File: config.mk
export PLATFORM = sky130hd
export DESIGN_NAME = if_fetch_unit
export DESIGN_NICKNAME = d
export VERILOG_FILES = /design/src/rtl/fetch_pkg.sv /design/src/rtl/fetch_skid_buf.sv /design/src/rtl/if_fetch_unit.sv
export SDC_FILE = /design/constraint.sdc
export NUM_CORES = 1
export LEC_CHECK = 0
export ABC_AREA = 1
export BUFFER_PORTS_ARGS = -buffer_cell sky130_fd_sc_hd__clkbuf_2
export CAP_MARGIN = 40
export CORE_MARGIN = 2
export CORE_UTILIZATION = 35
export CTS_CLUSTER_DIAMETER = 100
export DETAILED_ROUTE_END_ITERATION = 6
export PLACE_DENSITY = 0.66
export SYNTH_ARGS = -nofsm -noshare
export SYNTH_HDL_FRONTEND = slang
export SYNTH_SLANG_ARGS = --single-unit
File: constraint.sdc
create_clock -name CLK -period 1.6 [get_ports CLK]
set_input_delay 0.08 -clock CLK [delete_from_list [all_inputs] [get_ports CLK]]
set_output_delay 0.08 -clock CLK [all_outputs]
set_load 0.02 [all_outputs]
File: src/rtl/fetch_pkg.sv
// Shared types and constants for the instruction-fetch stage.
package fetch_pkg;

  localparam int unsigned PC_WIDTH    = 8;
  localparam int unsigned INSTR_WIDTH = 32;
  localparam logic [PC_WIDTH-1:0] RESET_PC = 8'h00;
  localparam logic [PC_WIDTH-1:0] PC_INC   = 8'd1;

  typedef enum logic [1:0] {IDLE, REQ, HOLD, FLUSH} fetch_state_t;

  typedef struct packed {
    logic [PC_WIDTH-1:0]    pc;
    logic [INSTR_WIDTH-1:0] instr;
  } fetch_slot_t;

endpackage

File: src/rtl/fetch_skid_buf.sv
// One-entry holding register for a fetch response that arrives while the pipe is stalled.
module fetch_skid_buf
  import fetch_pkg::*;
(
  input  logic        CLK,
  input  logic        RST,
  input  logic        load,
  input  logic        clear,
  input  fetch_slot_t din,
  output logic        full,
  output fetch_slot_t dout
);

  always_ff @(posedge CLK) begin
    if (RST) begin
      full <= 1'b0;
      dout <= '0;
    end else if (clear) begin
      full <= 1'b0;
    end else if (load) begin
      full <= 1'b1;
      dout <= din;
    end
  end

endmodule

File: src/rtl/if_fetch_unit.sv
// Instruction-fetch stage: PC generation, imem req/ack handshake, skid buffer, IF/ID outputs.
module if_fetch_unit
  import fetch_pkg::*;
(
  input  logic                   CLK,
  input  logic                   RST,
  input  logic                   hazard,
  input  logic                   branch_taken,
  input  logic [PC_WIDTH-1:0]    branch_target,
  output logic                   imem_req,
  output logic [PC_WIDTH-1:0]    imem_addr,
  input  logic                   imem_ack,
  input  logic [INSTR_WIDTH-1:0] imem_rdata,
  output logic [PC_WIDTH-1:0]    pc_out,
  output logic [INSTR_WIDTH-1:0] instr_out,
  output logic                   valid_out
);

  fetch_state_t           state_q, state_d;
  logic [PC_WIDTH-1:0]    pc_q, pc_d;
  logic [PC_WIDTH-1:0]    req_addr_q, req_addr_d;
  logic                   req_q, req_d;
  logic [PC_WIDTH-1:0]    pc_out_q, pc_out_d;
  logic [INSTR_WIDTH-1:0] instr_q, instr_d;
  logic                   valid_q, valid_d;

  logic        skid_load, skid_clear, skid_full;
  fetch_slot_t skid_din, skid_dout;

  assign skid_din = '{pc: req_addr_q, instr: imem_rdata};

  fetch_skid_buf u_skid (
    .CLK   (CLK),
    .RST   (RST),
    .load  (skid_load),
    .clear (skid_clear),
    .din   (skid_din),
    .full  (skid_full),
    .dout  (skid_dout)
  );

  always_comb begin
    state_d    = state_q;
    pc_d       = pc_q;
    req_addr_d = req_addr_q;
    req_d      = req_q;
    pc_out_d   = pc_out_q;
    instr_d    = instr_q;
    valid_d    = valid_q;
    skid_load  = 1'b0;
    skid_clear = 1'b0;

    unique case (state_q)
      IDLE: begin
        // A late ack from an abandoned request is ignored here.
        state_d    = REQ;
        req_d      = 1'b1;
        req_addr_d = pc_q;
        if (branch_taken) begin
          pc_d       = branch_target;
          req_addr_d = branch_target;
        end
      end
      REQ: begin
        if (branch_taken) begin
          pc_d       = branch_target;
          valid_d    = 1'b0;
          skid_clear = 1'b1;
          if (imem_ack) begin
            req_addr_d = branch_target;
          end else begin
            state_d = FLUSH;
          end
        end else if (imem_ack && !hazard) begin
          pc_out_d   = req_addr_q;
          instr_d    = imem_rdata;
          valid_d    = 1'b1;
          pc_d       = pc_q + PC_INC;
          req_addr_d = req_addr_q + PC_INC;
        end else if (imem_ack) begin
          skid_load = 1'b1;
          pc_d      = pc_q + PC_INC;
          req_d     = 1'b0;
          state_d   = HOLD;
        end else if (!hazard) begin
          valid_d = 1'b0;
        end
      end
      HOLD: begin
        if (branch_taken) begin
          pc_d       = branch_target;
          valid_d    = 1'b0;
          skid_clear = 1'b1;
          req_d      = 1'b1;
          req_addr_d = branch_target;
          state_d    = REQ;
        end else if (!hazard) begin
          pc_out_d   = skid_dout.pc;
          instr_d    = skid_dout.instr;
          valid_d    = skid_full;
          skid_clear = 1'b1;
          req_d      = 1'b1;
          req_addr_d = pc_q;
          state_d    = REQ;
        end
      end
      FLUSH: begin
        // Old request stays on the bus until acked; its data is dropped.
        valid_d = 1'b0;
        if (branch_taken) begin
          pc_d = branch_target;
        end
        if (imem_ack) begin
          req_addr_d = branch_taken ? branch_target : pc_q;
          state_d    = REQ;
        end
      end
      default: state_d = IDLE;
    endcase
  end

  always_ff @(posedge CLK) begin
    if (RST) begin
      state_q    <= IDLE;
      pc_q       <= RESET_PC;
      req_addr_q <= RESET_PC;
      req_q      <= 1'b0;
      pc_out_q   <= '0;
      instr_q    <= '0;
      valid_q    <= 1'b0;
    end else begin
      state_q    <= state_d;
      pc_q       <= pc_d;
      req_addr_q <= req_addr_d;
      req_q      <= req_d;
      pc_out_q   <= pc_out_d;
      instr_q    <= instr_d;
      valid_q    <= valid_d;
    end
  end

  assign imem_req  = req_q;
  assign imem_addr = req_addr_q;
  assign pc_out    = pc_out_q;
  assign instr_out = instr_q;
  assign valid_out = valid_q;

endmodule

==> results of run 1 <==
## flip-flops by register name, summed over array words and instances (netlist names)
name	cells
imem_addr	8
imem_req	1
instr_out	32
pc_out	8
pc_q	8
state_q	2
u_skid.dout	40
u_skid.full	1
valid_out	1
## worst min-delay path: cells and delay by family
family	cells	cell delay (ns)
simple gates	2	0.15
buf+inv	1	0.10
## stage by stage
stage,utilization (%),power [mW]
after floorplan,-,4.83
after global placement,42.3,5.75
after detailed placement,42.3,5.77
after CTS,47.5,8.35
after global routing,48.4,8.87
final,48.4,8.34
## routing by layer
layer | wire length, µm | part of all wire (%) | track usage [%] | up-vias
met5 | 0 | 0 | 0 | -
met4 | 178 | 1.4 | 4.58 | 0
met3 | 770 | 5.9 | 5.47 | 16
met2 | 5930 | 45 | 28.2 | 135
met1 | 6150 | 47 | 22.5 | 2113
li1 | - | - | - | 2452
## final cells by class
class	instances	area [µm²]
multi-input combinational	511	2490
tap	176	220
timing repair buffer	161	1240
inverter	30	115
sequential	101	2030
fill	1342	6830
clock buffer	9	225
clock inverter	7	98.8
## power groups by stage
stage          logic [mW]  clock network [mW]  registers (mW)
4_1_cts              2.73                2.47            3.15
6_report             2.79                2.40            3.15
2_1_floorplan        1.30                   0            3.52
3_3_place_gp         2.56                   0            3.19
3_5_place_dp         2.57                   0            3.20
5_1_grt              3.10                2.57            3.20
## placed cells by master (no fill, tap or decap), types with 2 or more instances in the layout
| master | count |
|---|---|
| mux2i_1 | 33 |
| inv_2 | 5 |
| ha_4 | 2 |
| nor2_4 | 4 |
| inv_1 | 24 |
| nand3_1 | 16 |
| buf_4 | 24 |
| ha_1 | 5 |
| dfxtp_1 | 100 |
| o21ai_1 | 3 |
| clkbuf_2 | 94 |
| clkbuf_16 | 12 |
| nand4_1 | 3 |
| clkinv_4 | 2 |
| nor3_1 | 2 |
| o21ai_0 | 61 |
| nand2_2 | 5 |
| a31oi_1 | 2 |
| nand2_1 | 145 |
| clkinv_2 | 2 |
| dlygate4sd3_1 | 30 |
| o211ai_1 | 2 |
| buf_12 | 8 |
| a21oi_1 | 34 |
| bufinv_16 | 2 |
| nor2_1 | 184 |
| buf_16 | 2 |
## cell families after synthesis
family,Yosys count,share of synthesized area (%)
mux,33,6.96
flops,101,42.6
compound gates,108,12.1
fa+ha+maj,8,2.11
buf+inv,66,6.38
simple gates,362,29.9
## final timing paths
check / depth (start not counted) / end
worst min register to register: 2 / imem_req$_SDFFE_PP0P_
worst min-delay path: 3 / u_skid.dout[7]$_SDFFE_PP0P_
worst max-delay path: 10 / pc_out[1]$_SDFFE_PP0P_
worst max register to register: 10 / pc_out[1]$_SDFFE_PP0P_
## timing repair
item / 4_1_cts / 5_1_grt
setup endpoints to repair: 26 / 66
gates resized for setup: 7 / 17
hold buffers: 30 / 0
gates cloned: 1 / 3
endpoints found under the hold margin: 30 / 0
setup buffers: 0 / 1
pin swaps: 1 / 1
==> flow_summary.toml, run 1 <==
[worst_setup_path]
path_delay_family = "buffers and inverters"
crit_fanout = 23
crit_path_top_delay_cell = "dfxtp_1"
path_class = "flop to flop"
cp-startpoint = "state_q[1]$_SDFFE_PP0P_"
required_ns = 1.86
critPathBufInv = 4
worstPathArrival_ns = 1.82
reg2reg_from = "state_q[1]$_SDFFE_PP0P_"
worstPathCellList = "buf_4, ha_4, inv_1, nand2_2, a21oi_4, buf_12, buf_12, nand2_1, nand2_1, nor2_1"
cpPeakStageDelay_ns = 0.31
endpoint_kind = "flop"
regToRegSetupSlack_ns = 0.04
startpoint_type = "flop"

[clock_network]
root_buffer = "clkbuf_16"
cts_tree = "built"
cts_made_buffers = 9
h-tree-depth = 3
clk_latency_ns = 0.35
clk_pin_slew_ns = 0.07
clockBufferDepth = 2
cts.sinks = 101

[timing]
tns_ns = 0
finalCritPeriodShare_pct = 97.5
tightest_slew_ns = 0.301
setup_ws_ns = 0.0399
min_period_ns = 1.56
skew_ns = 0.00624
rsz0062_at_grt = "true"
slew_viol_final = 0
whs_ns = 0.0168
max_slew_margin_pct = 80.0
hold_viol = 0
fmax_ghz = 0.641
setup_viol = 0

[floorplan]
die_area_um2 = 14500
core_area_um2 = 13200
die_y_um = 120
io_pins = 95
fp.dieW_um = 120
num_rows = 42
start_util_pct = 35.9

[place]
place_ws_ns = -0.0293
place_congestion = 0.917
hpwl_um = 8110
dpl_cell_area_um2 = 5600
dp_cells = 944
port_buffers = 94

[pwr]
power.switching_mw = 2.91
p_int_mw = 5.43
p_seq_share_pct = 37.8
clkPwrFrac_pct = 28.7
p_sw_share_pct = 34.9
comb_power_share_pct = 33.5
leakagePower_nw = 2.99
ir_drop_mv = 0.673
p_per_area_nw_per_um2 = 1300

[run_status]
status = "completed"

[drt]
vias = 4716
ant_nets = 0
firstDrtPassIters = 5
via_per_inst = 4.74
wl_per_cell_um = 13.1
drt_iter0_markers = 320
drc = 0
wl_um = 13000

[yosys]
yosysTopAreaCell = "dfxtp_1"
seq_area_frac_synth_pct = 42.6
syn_area_per_cell_um2 = 7.00
synthTopCellsByArea = "dfxtp_1 (43%), nor2_1 (15%), nand2_1 (12%)"
ys_ff_latch = 101
synthesis.nets = 731
synth_top_flop_cell = "dfxtp_1"
synth_top_area_share_pct = 42.6
async_flop_share_pct = 0
yosysWarnings = 0
synth_cells = 678
synthMostInstantiatedCell = "nor2_1"
synth_edf_count = 0
synth.top_cells.by_count = "nor2_1 (184), nand2_1 (150), dfxtp_1 (101)"
synthesis.area_um2 = 4750
synth_cell_type_count = 28

[global_routing]
antenna_found_initial = 0
grt_overflow = 0
grt_usage_pct = 17.4
grt_first_pass_wirelength_um = 20400
grt_pass1_vias = 4219
grt_start_max_net_pins = 77

[cells_and_area]
fin_area_um2 = 6410
final_cells = 995
drive_gt1_share_pct = 20.9
area_growth_pct = 35.1
layout.nets = 867
n_antenna_cell = 0

[hold_path]
hold_start = "imem_rdata[7]"
hp-class = "primary input to flop"

[run]
cap_viol_max_count = 0
Power figures use the tool's default switching activity.
==> run 2: changes to the inputs <==
--- a/config.mk
+++ b/config.mk
@@ -7,5 +7,4 @@
 export LEC_CHECK = 0
 export ABC_AREA = 1
-export BUFFER_PORTS_ARGS = -buffer_cell sky130_fd_sc_hd__clkbuf_2
 export CAP_MARGIN = 40
 export CORE_MARGIN = 2
@@ -13,5 +12,6 @@
 export CTS_CLUSTER_DIAMETER = 100
 export DETAILED_ROUTE_END_ITERATION = 6
-export PLACE_DENSITY = 0.66
+export DONT_BUFFER_PORTS = 1
+export PLACE_DENSITY = 0.6
 export SYNTH_ARGS = -nofsm -noshare
 export SYNTH_HDL_FRONTEND = slang
==> constraint.sdc (replaced) <==
create_clock -name CLK -period 1.6 [get_ports CLK]
set_input_delay 0.32 -clock CLK [delete_from_list [all_inputs] [get_ports CLK]]
set_output_delay 0.32 -clock CLK [all_outputs]
set_load 0.02 [all_outputs]
==> flow_summary.toml, run 2 (same netlist as run 1, synthesis figures left out) <==
[global_routing]
grt_first_pass_wirelength_um = 19900
grt_pass1_vias = 4017
grt_start_max_net_pins = 97
grt_overflow = 0
grt_usage_pct = 17.1
antenna_found_initial = 0

[cells_and_area]
layout.nets = 756
n_antenna_cell = 0
final_cell_mix = "nor2_1 (184), nand2_1 (121), dfxtp_1 (99), o21ai_0 (62), a21oi_1 (34)"
fillers = 1340
area_growth_pct = 24.0
regMostFlops = "u_skid.dout"
drive_gt1_share_pct = 16.7
utilization_pct = 44.5
final_common_cell = "nor2_1"
largest_reg_flops = 40

[clock_network]
cts.sinks = 101
h-tree-depth = 3
clk_latency_ns = 0.34
clk_pin_slew_ns = 0.07
clockBufferDepth = 2
cts_made_buffers = 9
cts_tree = "built"
root_buffer = "clkbuf_16"

[pwr]
leakagePower_nw = 2.57
p_per_area_nw_per_um2 = 1440
comb_power_share_pct = 29.0
power_mw = 8.46
power.switching_mw = 2.89
ir_drop_mv = 0.654
p_sw_share_pct = 34.2
p_int_mw = 5.56
p_seq_share_pct = 41.7
clkPwrFrac_pct = 29.2

[place]
hpwl_um = 8280
port_buffers = 0
place_congestion = 0.924

[worst_setup_path]
startpoint_type = "flop"
path_class = "flop to flop"
worstPathArrival_ns = 1.81
crit_fanout = 5
cp-startpoint = "state_q[1]$_SDFFE_PP0P_"
endpoint_kind = "flop"
r2r_cells = 10
reg2reg_from = "state_q[1]$_SDFFE_PP0P_"
required_ns = 1.84

[timing]
skew_ns = 0.00844
setup_viol = 0
hold_viol = 0
finalCritPeriodShare_pct = 98.5
tns_ns = 0
tightest_slew_ns = 0.381
rsz0062_at_grt = "true"
slew_viol_final = 0
fmax_ghz = 0.635
min_period_ns = 1.58
max_slew_margin_pct = 74.6

[drt]
firstDrtPassIters = 5
ant_nets = 0
wl_per_cell_um = 14.6
drc = 0
via_per_inst = 4.98
vias = 4400
drt_iter0_markers = 325
wl_um = 12900

[floorplan]
io_pins = 95
die_y_um = 120
num_rows = 42
die_area_um2 = 14500
start_util_pct = 35.9
fp.dieW_um = 120
core_area_um2 = 13200

[hold_path]
hold_start = "RST"
min_path_cells = 1
hp-class = "primary input to flop"

[run_status]
status = "completed"

[run]
cap_viol_max_count = 0
## run 2: cell types whose count changed in the layout (fill, tap and decap cells not counted), sizes merged
cell,change
buf,+10
clkinv,-3
dlygate4sd3,-30
clkbuf,-88
## run 2: layer usage
layer  global-route usage (%)  routed length [µm]
met1                     20.7                5800
met2                     28.5                5890
met3                     6.56                 938
met4                     4.51                 235
met5                        0                   0
## run 2: worst paths after layout
kind / to / slack [ns]
setup / recovery: instr_out[17]$_SDFFE_PP0P_ / 0.02
hold / removal: pc_q[2]$_SDFFE_PP0P_ / 0.04
setup reg to reg: instr_out[17]$_SDFFE_PP0P_ / 0.02
hold reg to reg: u_skid.dout[39]$_SDFFE_PP0P_ / 0.51
## run 2: power by group through the flow
stage / Clock, mW / Combinational (mW) / Sequential [mW]
2_1_floorplan: 0 / 1.30 / 3.52
3_3_place_gp: 0 / 1.79 / 3.57
3_5_place_dp: 0 / 1.81 / 3.59
4_1_cts: 2.54 / 2.04 / 3.53
5_1_grt: 2.63 / 2.73 / 3.58
6_report: 2.47 / 2.46 / 3.53
## run 2: critical path, cell delays in order, from the launching register on
cell	delay (ns)
dfxtp_2	0.34
inv_2	0.07
ha_4	0.18
nand2_4	0.08
nand2_4	0.06
a21oi_4	0.24
clkbuf_16	0.20
buf_12	0.12
nand2_2	0.04
nand2_1	0.06
nor2_1	0.06
## run 2: final cells by class
cell class / instances / area, µm² / area share, %
Multi-Input combinational cell: 511 / 2560 / 43.5
Timing Repair Buffer: 50 / 614 / 10.4
Clock buffer: 12 / 267 / 4.53
Sequential cell: 101 / 2030 / 34.4
Tap cell: 176 / 220 / 3.74
Clock inverter: 4 / 77.6 / 1.32
Inverter: 30 / 118 / 2.00
## run 2: timing repair
item / 4_1_cts / 5_1_grt
cloned: 2 / 8
pin swaps: 2 / 16
hold buffers: 0 / 0
setup buffers: 2 / 4
endpoints found under the setup margin: 40 / 58
resized for setup: 7 / 50
## run 2: through the flow
| stage | hold WS [ns] | setup slack [ns] | std cells | instance area, µm² |
|---|---|---|---|---|
| after global placement | 0.392 | 0.0124 | 853 | 5110 |
| after floorplan | 0.389 | -0.0187 | 678 | 4750 |
| after global routing | 0.0115 | -0.0703 | 884 | 5890 |
| after detailed placement | 0.392 | -0.0435 | 853 | 5110 |
| after CTS | 0.0172 | 0.00969 | 873 | 5570 |
| final | 0.0360 | 0.0243 | 884 | 5890 |
